## config.mk

```make
export PLATFORM = sky130hd
export DESIGN_NAME = div_scheduler
export DESIGN_NICKNAME = d
export VERILOG_FILES = /design/src/rtl/div_sched_pkg.sv /design/src/rtl/div_pipe3.sv /design/src/rtl/div_scheduler.sv
export SDC_FILE = /design/constraint.sdc
export NUM_CORES = 1
export LEC_CHECK = 0
export ABC_CLOCK_PERIOD_IN_PS = 2800
export CAP_MARGIN = 20
export CORE_MARGIN = 2
export CORE_UTILIZATION = 45
export DETAILED_ROUTE_END_ITERATION = 7
export PLACE_DENSITY = 0.7
export SLEW_MARGIN = 20
export SYNTH_ARGS = -nofsm -noshare
export SYNTH_HDL_FRONTEND = slang
export SYNTH_SLANG_ARGS = --single-unit
```

## constraint.sdc

```tcl
create_clock -name clk -period 2.8 [get_ports clk]
set_input_delay 0.28 -clock clk [delete_from_list [all_inputs] [get_ports clk]]
set_output_delay 0.28 -clock clk [all_outputs]
set_load 0.005 [all_outputs]
```

## src/rtl/div_sched_pkg.sv

```systemverilog
// Shared widths, latency and tag layout for the two-requester divider scheduler.
package div_sched_pkg;

  localparam int DIV_LAT = 3;
  localparam int DVD_W   = 3;
  localparam int DVS_W   = 2;
  localparam int Q_W     = 3;
  localparam int R_W     = 2;

  localparam logic [Q_W-1:0] DBZ_Q = 3'b111;

  typedef struct packed {
    logic vld;
    logic id;
    logic dbz;
  } tag_t;

endpackage

```

## src/rtl/div_pipe3.sv

```systemverilog
// Three-stage restoring divider, one quotient bit per stage (MSB first).
// Operand bits still needed downstream ride along with the partial remainder.
module div_pipe3
  import div_sched_pkg::*;
(
  input  logic             clk,
  input  logic             rst_n,
  input  logic [DVD_W-1:0] dividend,
  input  logic [DVS_W-1:0] divisor,
  output logic [Q_W-1:0]   quotient,
  output logic [R_W-1:0]   remainder
);

  // Trial value keeps one spare MSB for the compare; the difference always fits in R_W
  // (for a zero divisor the remainder simply keeps the low dividend bits).
  function automatic logic [R_W:0] div_step(input logic [R_W:0]     trial,
                                            input logic [DVS_W-1:0] dvs);
    logic [R_W-1:0] diff;
    diff = trial[R_W-1:0] - dvs;
    if (trial >= {1'b0, dvs}) div_step = {1'b1, diff};
    else                      div_step = {1'b0, trial[R_W-1:0]};
  endfunction

  logic [R_W:0]     s0;
  logic [R_W:0]     s1;
  logic [R_W:0]     s2;

  logic [0:0]       q_p0;
  logic [R_W-1:0]   pr_p0;
  logic [1:0]       dvd_p0;
  logic [DVS_W-1:0] dvs_p0;

  logic [1:0]       q_p1;
  logic [R_W-1:0]   pr_p1;
  logic [0:0]       dvd_p1;
  logic [DVS_W-1:0] dvs_p1;

  logic [Q_W-1:0]   q_p2;
  logic [R_W-1:0]   pr_p2;

  always_comb begin
    s0 = div_step({{R_W{1'b0}}, dividend[2]}, divisor);
    s1 = div_step({pr_p0, dvd_p0[1]}, dvs_p0);
    s2 = div_step({pr_p1, dvd_p1[0]}, dvs_p1);
  end

  // Stage p0: quotient bit 2
  always_ff @(posedge clk or negedge rst_n) begin
    if (!rst_n) begin
      q_p0   <= '0;
      pr_p0  <= '0;
      dvd_p0 <= '0;
      dvs_p0 <= '0;
    end else begin
      q_p0   <= s0[R_W];
      pr_p0  <= s0[R_W-1:0];
      dvd_p0 <= dividend[1:0];
      dvs_p0 <= divisor;
    end
  end

  // Stage p1: quotient bit 1
  always_ff @(posedge clk or negedge rst_n) begin
    if (!rst_n) begin
      q_p1   <= '0;
      pr_p1  <= '0;
      dvd_p1 <= '0;
      dvs_p1 <= '0;
    end else begin
      q_p1   <= {q_p0, s1[R_W]};
      pr_p1  <= s1[R_W-1:0];
      dvd_p1 <= dvd_p0[0];
      dvs_p1 <= dvs_p0;
    end
  end

  // Stage p2: quotient bit 0 and final remainder
  always_ff @(posedge clk or negedge rst_n) begin
    if (!rst_n) begin
      q_p2  <= '0;
      pr_p2 <= '0;
    end else begin
      q_p2  <= {q_p1, s2[R_W]};
      pr_p2 <= s2[R_W-1:0];
    end
  end

  assign quotient  = q_p2;
  assign remainder = pr_p2;

endmodule

```

## src/rtl/div_scheduler.sv

```systemverilog
// Round-robin arbitration of two requesters onto one pipelined divider, with an
// in-order tag pipeline, a registered response stage and per-requester completion counters.
module div_scheduler
  import div_sched_pkg::*;
#(
  parameter int CNT_W = 8
) (
  input  logic             clk,
  input  logic             rst_n,
  input  logic [1:0]       req_valid,
  input  logic [DVD_W-1:0] req_dividend0,
  input  logic [DVD_W-1:0] req_dividend1,
  input  logic [DVS_W-1:0] req_divisor0,
  input  logic [DVS_W-1:0] req_divisor1,
  output logic [1:0]       req_ready,
  output logic             rsp_valid,
  output logic             rsp_id,
  output logic [Q_W-1:0]   rsp_q,
  output logic [R_W-1:0]   rsp_rem,
  output logic             rsp_dbz,
  output logic             busy,
  output logic [CNT_W-1:0] done_cnt0,
  output logic [CNT_W-1:0] done_cnt1
);

  logic             rr;
  logic             accept;
  logic             acc_id;
  logic [DVD_W-1:0] acc_dvd;
  logic [DVS_W-1:0] acc_dvs;
  tag_t             tag_in;
  tag_t             tag_p0;
  tag_t             tag_p1;
  tag_t             tag_p2;
  logic [Q_W-1:0]   pipe_q;
  logic [R_W-1:0]   pipe_rem;

  always_comb begin
    req_ready = 2'b00;
    if (rst_n) begin
      case (req_valid)
        2'b01:   req_ready = 2'b01;
        2'b10:   req_ready = 2'b10;
        2'b11:   req_ready = rr ? 2'b10 : 2'b01;
        default: req_ready = 2'b00;
      endcase
    end
  end

  always_comb begin
    accept     = |req_ready;
    acc_id     = req_ready[1];
    acc_dvd    = acc_id ? req_dividend1 : req_dividend0;
    acc_dvs    = acc_id ? req_divisor1  : req_divisor0;
    tag_in.vld = accept;
    tag_in.id  = acc_id;
    tag_in.dbz = (acc_dvs == '0);
  end

  always_ff @(posedge clk or negedge rst_n) begin
    if (!rst_n)      rr <= 1'b0;
    else if (accept) rr <= ~acc_id;
  end

  div_pipe3 u_div_pipe3 (
    .clk       (clk),
    .rst_n     (rst_n),
    .dividend  (acc_dvd),
    .divisor   (acc_dvs),
    .quotient  (pipe_q),
    .remainder (pipe_rem)
  );

  // Tag stages p0..p2 track the divider stages one-for-one
  always_ff @(posedge clk or negedge rst_n) begin
    if (!rst_n) begin
      tag_p0 <= '0;
      tag_p1 <= '0;
      tag_p2 <= '0;
    end else begin
      tag_p0 <= tag_in;
      tag_p1 <= tag_p0;
      tag_p2 <= tag_p1;
    end
  end

  assign busy = tag_p0.vld | tag_p1.vld | tag_p2.vld;

  // Response stage: fields are forced to zero whenever no result is presented
  always_ff @(posedge clk or negedge rst_n) begin
    if (!rst_n) begin
      rsp_valid <= 1'b0;
      rsp_id    <= 1'b0;
      rsp_q     <= '0;
      rsp_rem   <= '0;
      rsp_dbz   <= 1'b0;
    end else if (tag_p2.vld) begin
      rsp_valid <= 1'b1;
      rsp_id    <= tag_p2.id;
      rsp_q     <= tag_p2.dbz ? DBZ_Q : pipe_q;
      rsp_rem   <= pipe_rem;
      rsp_dbz   <= tag_p2.dbz;
    end else begin
      rsp_valid <= 1'b0;
      rsp_id    <= 1'b0;
      rsp_q     <= '0;
      rsp_rem   <= '0;
      rsp_dbz   <= 1'b0;
    end
  end

  always_ff @(posedge clk or negedge rst_n) begin
    if (!rst_n) begin
      done_cnt0 <= '0;
      done_cnt1 <= '0;
    end else if (rsp_valid) begin
      if (rsp_id) done_cnt1 <= done_cnt1 + 1'b1;
      else        done_cnt0 <= done_cnt0 + 1'b1;
    end
  end

endmodule

```

# After elaboration in Yosys (flattened, before gate mapping)

Index checks and enable logic that the tools add are counted.

Div/mod/pow operators: 0
$mul: 0
Order comparisons: 3
Multiplexer cells: 14
Bitwise gates (word level): 4
Equal/unequal tests: 3
Add/sub/neg operators: 5
Reductions and logical operators: 4
Shift-type cells: 0

Operators with widths:

| kind                  | number |
|---|---|
| $mux W3               | 6 |
| $add A8 B1 Y8 const B | 2 |
| $mux W2               | 4 |
| $ge A3 B2 Y1          | 2 |
| $pmux W2 S3           | 1 |
| $eq A2 B2 Y1 const B  | 2 |
| $reduce_and A2 Y1     | 2 |
| $sub A2 B2 Y2         | 2 |
| $mux W1               | 3 |
| $eq A2 B1 Y1 const B  | 1 |
| $ge A1 B2 Y1          | 1 |
| $logic_not A2 Y1      | 1 |
| $not A1 Y1            | 2 |
| $or A1 B1 Y1          | 2 |
| $reduce_or A2 Y1      | 1 |
| $sub A1 B2 Y2         | 1 |

Logic and storage cells: 60
Latch bits: 0
Output and inout bits: 27
ROM bits: 0
Memories: 0
Memory bits (writable): 0
Register bits after elaboration: 53

# Logic depth before layout (Yosys ltp)

Gate-level depths: netlist of run 1.

Word-level depth: 6
Mapped depth: 9
Gate-level depth less buffers: 9

# Cells and area by module

From an unflattened synthesis of run 1, not the netlist that was laid out.

Cell total of the unflattened synthesis: 155
Area total of the unflattened synthesis: 2069.5 µm²

Modules (own cells, without submodules):

| module        | area an instance (µm²) | cells each | times used |
|---|---|---|---|
| div_scheduler | 1326.3                 | 99         | 1 |
| div_pipe3     | 743.2                  | 56         | 1 |

# Least setup slack after synthesis of run 1

Ideal clock, no wire load.

Path type: reg-to-reg
Start point: reg rr
End point: reg u_div_pipe3.pr_p0[0]
Arrival: 1.665 ns
Stages on the path, launching flop included: 10
Path buffers: 0
Slack: 1.003 ns
Required time: 2.668 ns
Cell sequence: dfrtp_1 -> inv_1 -> a21oi_4 -> mux2_2 -> ha_1 -> inv_1 -> ha_1 -> inv_1 -> nand3_1 -> a32oi_1

RTL lines:

| item                   | line                | source |
|---|---|---|
| start, declared        | div_scheduler.sv:26 | `logic rr;` |
| start signal, assigned | div_scheduler.sv:62 | `else if (accept) rr <= ~acc_id;` |
| end signal, assigned   | div_pipe3.sv:56     | `pr_p0 <= s0[R_W-1:0];` |
| end, declared          | div_pipe3.sv:29     | `logic [R_W-1:0] pr_p0;` |

# Worst setup path after layout of run 1

Start point: in req_valid[1]
End point: reg u_div_pipe3.pr_p0[0]

Longest elaborated chain between the ends: 6
Elaborated cells on any way between the ends: 10

Ends and longest elaborated chain:

| item                                          | line                             | source |
|---|---|---|
| start, declared                               | div_scheduler.sv:10              | `input logic [1:0] req_valid,` |
| $eq A2 B2 Y1 or $eq A2 B1 Y1 (tied branches)  | div_scheduler.sv:41              | `case (req_valid)` |
| $pmux W2 S3 *                                 | div_scheduler.sv:41              |  |
| $mux W2 *                                     | div_scheduler.sv:40              | `if (rst_n) begin` |
| $mux W2 *                                     | div_scheduler.sv:54              | `acc_dvs = acc_id ? req_divisor1 : req_divisor0;` |
| net acc_dvs[0]                                | div_scheduler.sv:30              | `logic [DVS_W-1:0] acc_dvs;` |
| $sub A1 B2 Y2 or $ge A1 B2 Y1 (tied branches) | div_pipe3.sv:19, div_pipe3.sv:20 |  |
| $mux W3 *                                     | div_pipe3.sv:20                  | `if (trial >= {1'b0, dvs}) div_step = {1'b1, diff};` |
| net u_div_pipe3.s0[0]                         | div_pipe3.sv:24                  | `logic [R_W:0] s0;` |

The timed path passes the listed nets; every way through them passes the cells marked *.
A chain may end at the register's enable or synchronous reset.

==> flow_summary.yaml, run 1 <==
global_routing:
  grt_pass1_wl_mm: 5.782
  grt_max_degree: 55
  grt.overflow.total: 0
  grt_util_all_layers_pct: 14.99
  grt_pass1_vias: 1335
  grt_antenna_before_repair: 0
sta:
  rsz0062_at_grt: "no"
  slew_viol_final: 0
  finalCritPeriodShare_pct: 76.04
  fmax_ghz: 0.4696
  setup_tns_ps: 0
  tightestPinTransition_ps: 644.0
  min_period_ps: 2129
  timing.hold.ws_ps: 176.7
  hold_viol: 0
  worst_slew_margin_rel_pct: 57.07
  finalSetupViolCount: 0
  clock_skew_ps: 2.326
placement:
  place_congestion: 0.7784
  io_buffers: 40
  dpl_cell_area_mm2: 0.002481
  dp_cells: 242
  dp.final_hpwl_mm: 2.501
synthesis:
  yosysUniqueCellTypes: 30
  yosysSeqAreaShare_pct: 65.47
  synth_fp_nets: 173
  synth_area_mm2: 0.002026
  async_flop_share_pct: 100.0
  synth_top_area_cell: "dfrtp_1"
  synth.avg_cell_area_um2: 13.42
  synthCells: 151
  synth_most_common_cell: "dfrtp_1"
  synthTopCellsByArea: "dfrtp_1 65%, ha_1 4.9%, xnor2_1 4.3%"
  ys_warn_count: 0
  ys.flop_type: "dfrtp_1"
  synth-seq-cells: 53
  yosys-top-cells-count: "53 x dfrtp_1, 13 x nand2_1, 10 x inv_1, 10 x xnor2_1, 8 x ha_1"
  synth_edf_count: 0
  yosysTopAreaCellShare_pct: 65.47
pwr:
  peakVddDrop_uv: 410.9
  combPwrFrac_pct: 22.6
  clockPowerShare_pct: 22.0
  leakage_uw: 0.001163
  power.density_mw_per_mm2: 708.6
  power.switching_uw: 482.3
  p_int_uw: 1334
  power_frac_seq_pct: 55.5
  switching_share_pct: 26.55
critical_path:
  crit_start: "req_valid[1]"
  crit_cells: 10
  cp_data_arrival_time_ps: 2300
  worst-r2r-cell-count: 9
  cp-endpoint: "u_div_pipe3.pr_p0[0]"
  crit_family: "buffers and inverters"
  critPathBufInv: 3
  endpoint_kind: "flop"
  cp_cell_sequence: "clkdlybuf4s50_1 -> nand2_1 -> a21oi_4 -> mux2_2 -> ha_1 -> inv_1 -> ha_1 -> inv_1 -> nand3_1 -> a32oi_1"
  startpoint_type: "primary input"
  crit_type: "primary input to flop"
  cp_slowest_cell: "clkdlybuf4s50_1"
  rrSetupSlack_ps: 770
  max_stage_delay_ps: 500
  crit_required_ps: 2970
  r2r-start: "rr"
  critical_path.max_fanout: 9
  r2r_end: "u_div_pipe3.pr_p0[0]"
detailed_routing:
  drt-initial-drc-count: 69
  dr.pass1.iters: 4
  drc: 0
  wire_per_inst_um: 13.36
  dr_total_vias: 1256
  totalWireLength_mm: 3.339
  antenna_left: 0
  via_per_inst: 5.024
die:
  fp-row-count: 24
  core-area_mm2: 0.004354
  die_h_um: 71.10
  initial_core_util_pct: 46.52
  die_area_mm2: 0.005055
  ios: 41
  die_w_um: 71.10
hold_path:
  hold_path_class: "primary input to async pin"
final_layout:
  num_antenna_cells: 0
  design_area_mm2: 0.002564
  fillCellCount: 346
  drive_gt1_share_pct: 8.586
  layout.cells.non_filler: 250
  utilization_pct: 58.88
  layout.nets: 219
  syn2layout_area_growth_pct: 26.56
cts:
  root_buffer: "clkbuf_8"
  cts_made_buffers: 5
  clock-sinks: 53
  cts_setup_buffers: 0
  htree_levels: 2
  clockBufferDepth: 2
  clk-insertion-delay-late_ps: 300
  holdBufCountCts: 0
  cts.reportedPaths.clkPinSlew_ps: 80
  cts.repair.resized: 0
  cts_tree: "yes"
status:
  status: "complete, no violations"
flow_run:
  drv_cap: 0
## cell type report
| cell class | instances | area, um^2 | share of cell area (%) |
|---|---|---|---|
| Inverter | 10 | 37.54 | 1.464 |
| Clock buffer | 6 | 72.57 | 2.831 |
| Sequential cell | 53 | 1326 | 51.73 |
| Multi-Input combinational cell | 86 | 649.4 | 25.33 |
| Timing Repair Buffer | 41 | 402.9 | 15.71 |
| Clock inverter | 2 | 10.01 | 0.3904 |
| Tap cell | 52 | 65.06 | 2.538 |
## power by group through the flow
| stage | logic, uW | registers [uW] | clock network, uW |
|---|---|---|---|
| after floorplan | 192 | 1010 | 0 |
| after global placement | 394 | 1010 | 0 |
| after detailed placement | 416 | 1030 | 0 |
| after CTS | 418 | 1010 | 411 |
| after global routing | 456 | 1030 | 445 |
| final | 410 | 1010 | 399 |
## routing by layer
layer / routed length (um) / track usage, % / vias up
met5: 0 / 0 / -
met4: 81 / 8.176 / 0
met3: 130 / 3.276 / 7
met2: 1699 / 27.00 / 33
met1: 1427 / 16.31 / 618
li1: - / - / 598
## kinds of logic after synthesis
| family | count (synthesis) | synth area share, % |
|---|---|---|
| compound gates | 16 | 5.806 |
| simple gates | 39 | 10.56 |
| mux | 8 | 4.262 |
| buf+inv | 12 | 2.471 |
| xor+xnor | 15 | 6.485 |
| flops | 53 | 65.47 |
| fa+ha+maj | 8 | 4.942 |
## state kept, by name (all words and copies together), names as in the netlist, 3 cells and up
signal	flops
u_div_pipe3.quotient	3
tag_p0	3
tag_p2	3
done_cnt1	8
done_cnt0	8
rsp_q	3
tag_p1	3
## worst min path at each step
stage / start / endpoint / depth (start not counted)
after CTS: rst_n / tag_p1[0] / 2
after global placement: u_div_pipe3.q_p1[0] / u_div_pipe3.quotient[1] / 0
after global routing: rst_n / done_cnt1[3] / 2
after floorplan: rst_n / done_cnt0[0] / 0
final: rst_n / done_cnt0[1] / 2
after detailed placement: u_div_pipe3.q_p0 / u_div_pipe3.q_p1[1] / 0
## placed cells by master, fill, tap and decap left out, types with 2 or more instances in the layout
cell type         n
clkbuf_8          5
xnor2_1          10
inv_1            10
mux2i_1           3
clkdlybuf4s50_1  39
nor2_1            4
ha_1              8
and2_1            4
nand4_1           6
nand2b_1          2
clkinv_2          2
and3_1            2
or3_1             2
nand3b_1          2
o21ai_0           5
nand2_1          13
xor2_1            5
dfrtp_1          53
o21a_1            4
mux2_2            5
## worst register-to-register path, cell delays in order, from the launching register on
cell and delay [ps]:
dfrtp_1 400, inv_1 90, a21oi_4 290, mux2_2 410, ha_1 200, inv_1 50, ha_1 180, inv_1 90
nand3_1 100, a32oi_1 110
## per-stage QoR
stage	worst slack (ps)	power, uW
global route	500.5	1929
floorplan	1003	1201
finish	670.7	1817
detailed placement	331.7	1442
CTS	655.3	1839
global placement	513.6	1405
(Power assumes the default switching activity.)
==> run 2, diff against run 1 <==
--- a/config.mk
+++ b/config.mk
@@ -5,7 +5,7 @@
 export SDC_FILE = /design/constraint.sdc
 export NUM_CORES = 1
 export LEC_CHECK = 0
-export ABC_CLOCK_PERIOD_IN_PS = 2800
+export ABC_CLOCK_PERIOD_IN_PS = 2100
 export CAP_MARGIN = 20
 export CORE_MARGIN = 2
 export CORE_UTILIZATION = 45
==> constraint.sdc (replaced) <==
create_clock -name clk -period 2.1 [get_ports clk]
set_input_delay 0.21 -clock clk [delete_from_list [all_inputs] [get_ports clk]]
set_output_delay 0.21 -clock clk [all_outputs]
set_load 0.005 [all_outputs]
==> run 2 against run 1 <==
Effect of this change:
- final area rose by 1.6%
- global-route usage grew 0.34 points
- total power up 35%
- non-clock buffer count up 5
- first-iteration DRC count decreased by 43%
- critical path type is now flop to primary output
==> flow_summary.yaml, run 2 (synthesis results as in run 1) <==
critical_path:
  worst-r2r-cell-count: 9
  cp_cell_sequence: "or3_1 -> clkdlybuf4s50_1"
  r2r_end: "u_div_pipe3.pr_p0[0]"
  cp_slowest_cell: "dfrtp_1"
  critPathBufInv: 1
  startpoint_type: "flop"
  critical_path.max_fanout: 9
  rrSetupSlack_ps: 290
  crit_family: "flip-flops"
  max_stage_delay_ps: 470
  crit_required_ps: 1890
  cp_data_arrival_time_ps: 1640
  r2r-start: "rr"
  endpoint_kind: "primary output"
  crit_type: "flop to primary output"
die:
  core-area_mm2: 0.004354
  ios: 41
  initial_core_util_pct: 46.52
  fp-row-count: 24
  die_h_um: 71.10
  die_w_um: 71.10
  die_area_mm2: 0.005055
final_layout:
  final_common_cell: "dfrtp_1"
  syn2layout_area_growth_pct: 28.60
  layout.cells.non_filler: 254
  drive_gt1_share_pct: 10.40
  design_area_mm2: 0.002605
  final_cell_mix: "53 x dfrtp_1, 39 x clkdlybuf4s50_1, 13 x nand2_1"
  reg_top3: "done_cnt0 (8), done_cnt1 (8)"
  layout.nets: 224
  fillCellCount: 361
  num_antenna_cells: 0
cts:
  cts_made_buffers: 5
  clockBufferDepth: 2
  cts_setup_buffers: 0
  root_buffer: "clkbuf_8"
  cts.repair.resized: 0
  clk-insertion-delay-late_ps: 290
  holdBufCountCts: 0
  cts.reportedPaths.clkPinSlew_ps: 80
  clock-sinks: 53
  htree_levels: 2
  cts_tree: "yes"
sta:
  clock_skew_ps: 2.000
  min_period_ps: 1853
  finalSetupViolCount: 0
  tightestPinTransition_ps: 631.6
  hold_viol: 0
  slew_viol_final: 0
  fmax_ghz: 0.5395
  finalCritPeriodShare_pct: 88.26
  rsz0062_at_grt: "no"
  worst_slew_margin_rel_pct: 57.89
detailed_routing:
  antenna_left: 0
  drt-initial-drc-count: 39
  via_per_inst: 4.996
  dr.pass1.iters: 4
  drc: 0
  wire_per_inst_um: 13.13
  dr_total_vias: 1269
  totalWireLength_mm: 3.335
global_routing:
  grt_util_all_layers_pct: 15.32
  grt_antenna_before_repair: 0
  grt_pass1_vias: 1394
  grt_max_degree: 55
  grt.overflow.total: 0
  grt_pass1_wl_mm: 5.920
flow_run:
  drv_cap: 0
pwr:
  p_int_uw: 1818
  p_total_uw: 2448
  clockPowerShare_pct: 22.5
  power.switching_uw: 630.8
  power_frac_seq_pct: 54.7
  power.density_mw_per_mm2: 939.9
  switching_share_pct: 25.77
  leakage_uw: 0.001187
  combPwrFrac_pct: 22.8
  peakVddDrop_uv: 560.1
placement:
  io_buffers: 40
  dp_cells: 247
  place_congestion: 0.7888
  dpl_cell_area_mm2: 0.002519
  dp.final_hpwl_mm: 2.571
hold_path:
  hold_path_class: "primary input to async pin"
status:
  status: "complete, no violations"
## run 2: cell count changes in the layout (fill, tap and decap cells not counted), sizes merged
cell / before / now
buf: 2 / 7
clkbuf: 6 / 7
clkinv: 2 / 0
## run 2: power by group through the flow
stage                     Sequential, uW  Clock [uW]  Combinational, uW
final                               1340         551                558
after global routing                1370         614                627
after CTS                           1350         576                570
after detailed placement            1370           0                567
after global placement              1350           0                536
after floorplan                     1350           0                256
## run 2: cell type report
cell class              count  area, um^2  share of cell area [%]
clock buffers               7       86.33                   3.314
inverters                  10       37.54                   1.441
multi-input cells          86       649.4                   24.93
flip-flops and latches     53        1326                   50.91
well taps                  52       65.06                   2.498
repair buffers             46       440.4                   16.91
## run 2: metrics by stage
step | setup slack (ps) | setup TNS (ps) | hold slack (ps) | utilization [%]
after floorplan | 303.1 | 0 | -85.59 | -
after global placement | 61.64 | 0 | 332.4 | 57.84
after detailed placement | -47.05 | -67.12 | 334.7 | 57.84
after CTS | 216.7 | 0 | 129.3 | 59.83
after global routing | 155.9 | 0 | 167.5 | 59.83
final | 246.6 | 0 | 119.7 | 59.83
## run 2: worst reg2reg max path, stage by stage, from the launching register on
cell	delay, ps
dfrtp_1	390
inv_1	80
a21oi_4	200
mux2_2	370
ha_1	190
inv_1	50
ha_1	160
inv_1	70
nand3_1	80
a32oi_1	100
## run 2: layer usage
metal  wire (um)  global-route usage (%)  part of all wire, %  up-vias
li1            -                       -                    -      600
met1        1281                   15.45                   38      629
met5           0                       0                    0        -
met4          71                   7.547                  2.1        0
met2        1844                   29.39                   55       33
met3         137                   3.276                  4.1        7
## run 2: how the worst max path moves through the flow
stage / start / to / depth (start not counted)
2_1_floorplan: rr / u_div_pipe3.pr_p0[0] / 9
3_3_place_gp: req_valid[1] / u_div_pipe3.pr_p0[0] / 10
3_5_place_dp: req_valid[1] / u_div_pipe3.pr_p0[0] / 10
4_1_cts: tag_p2[2] / busy / 2
5_1_grt: tag_p2[2] / busy / 2
6_report: tag_p2[2] / busy / 2
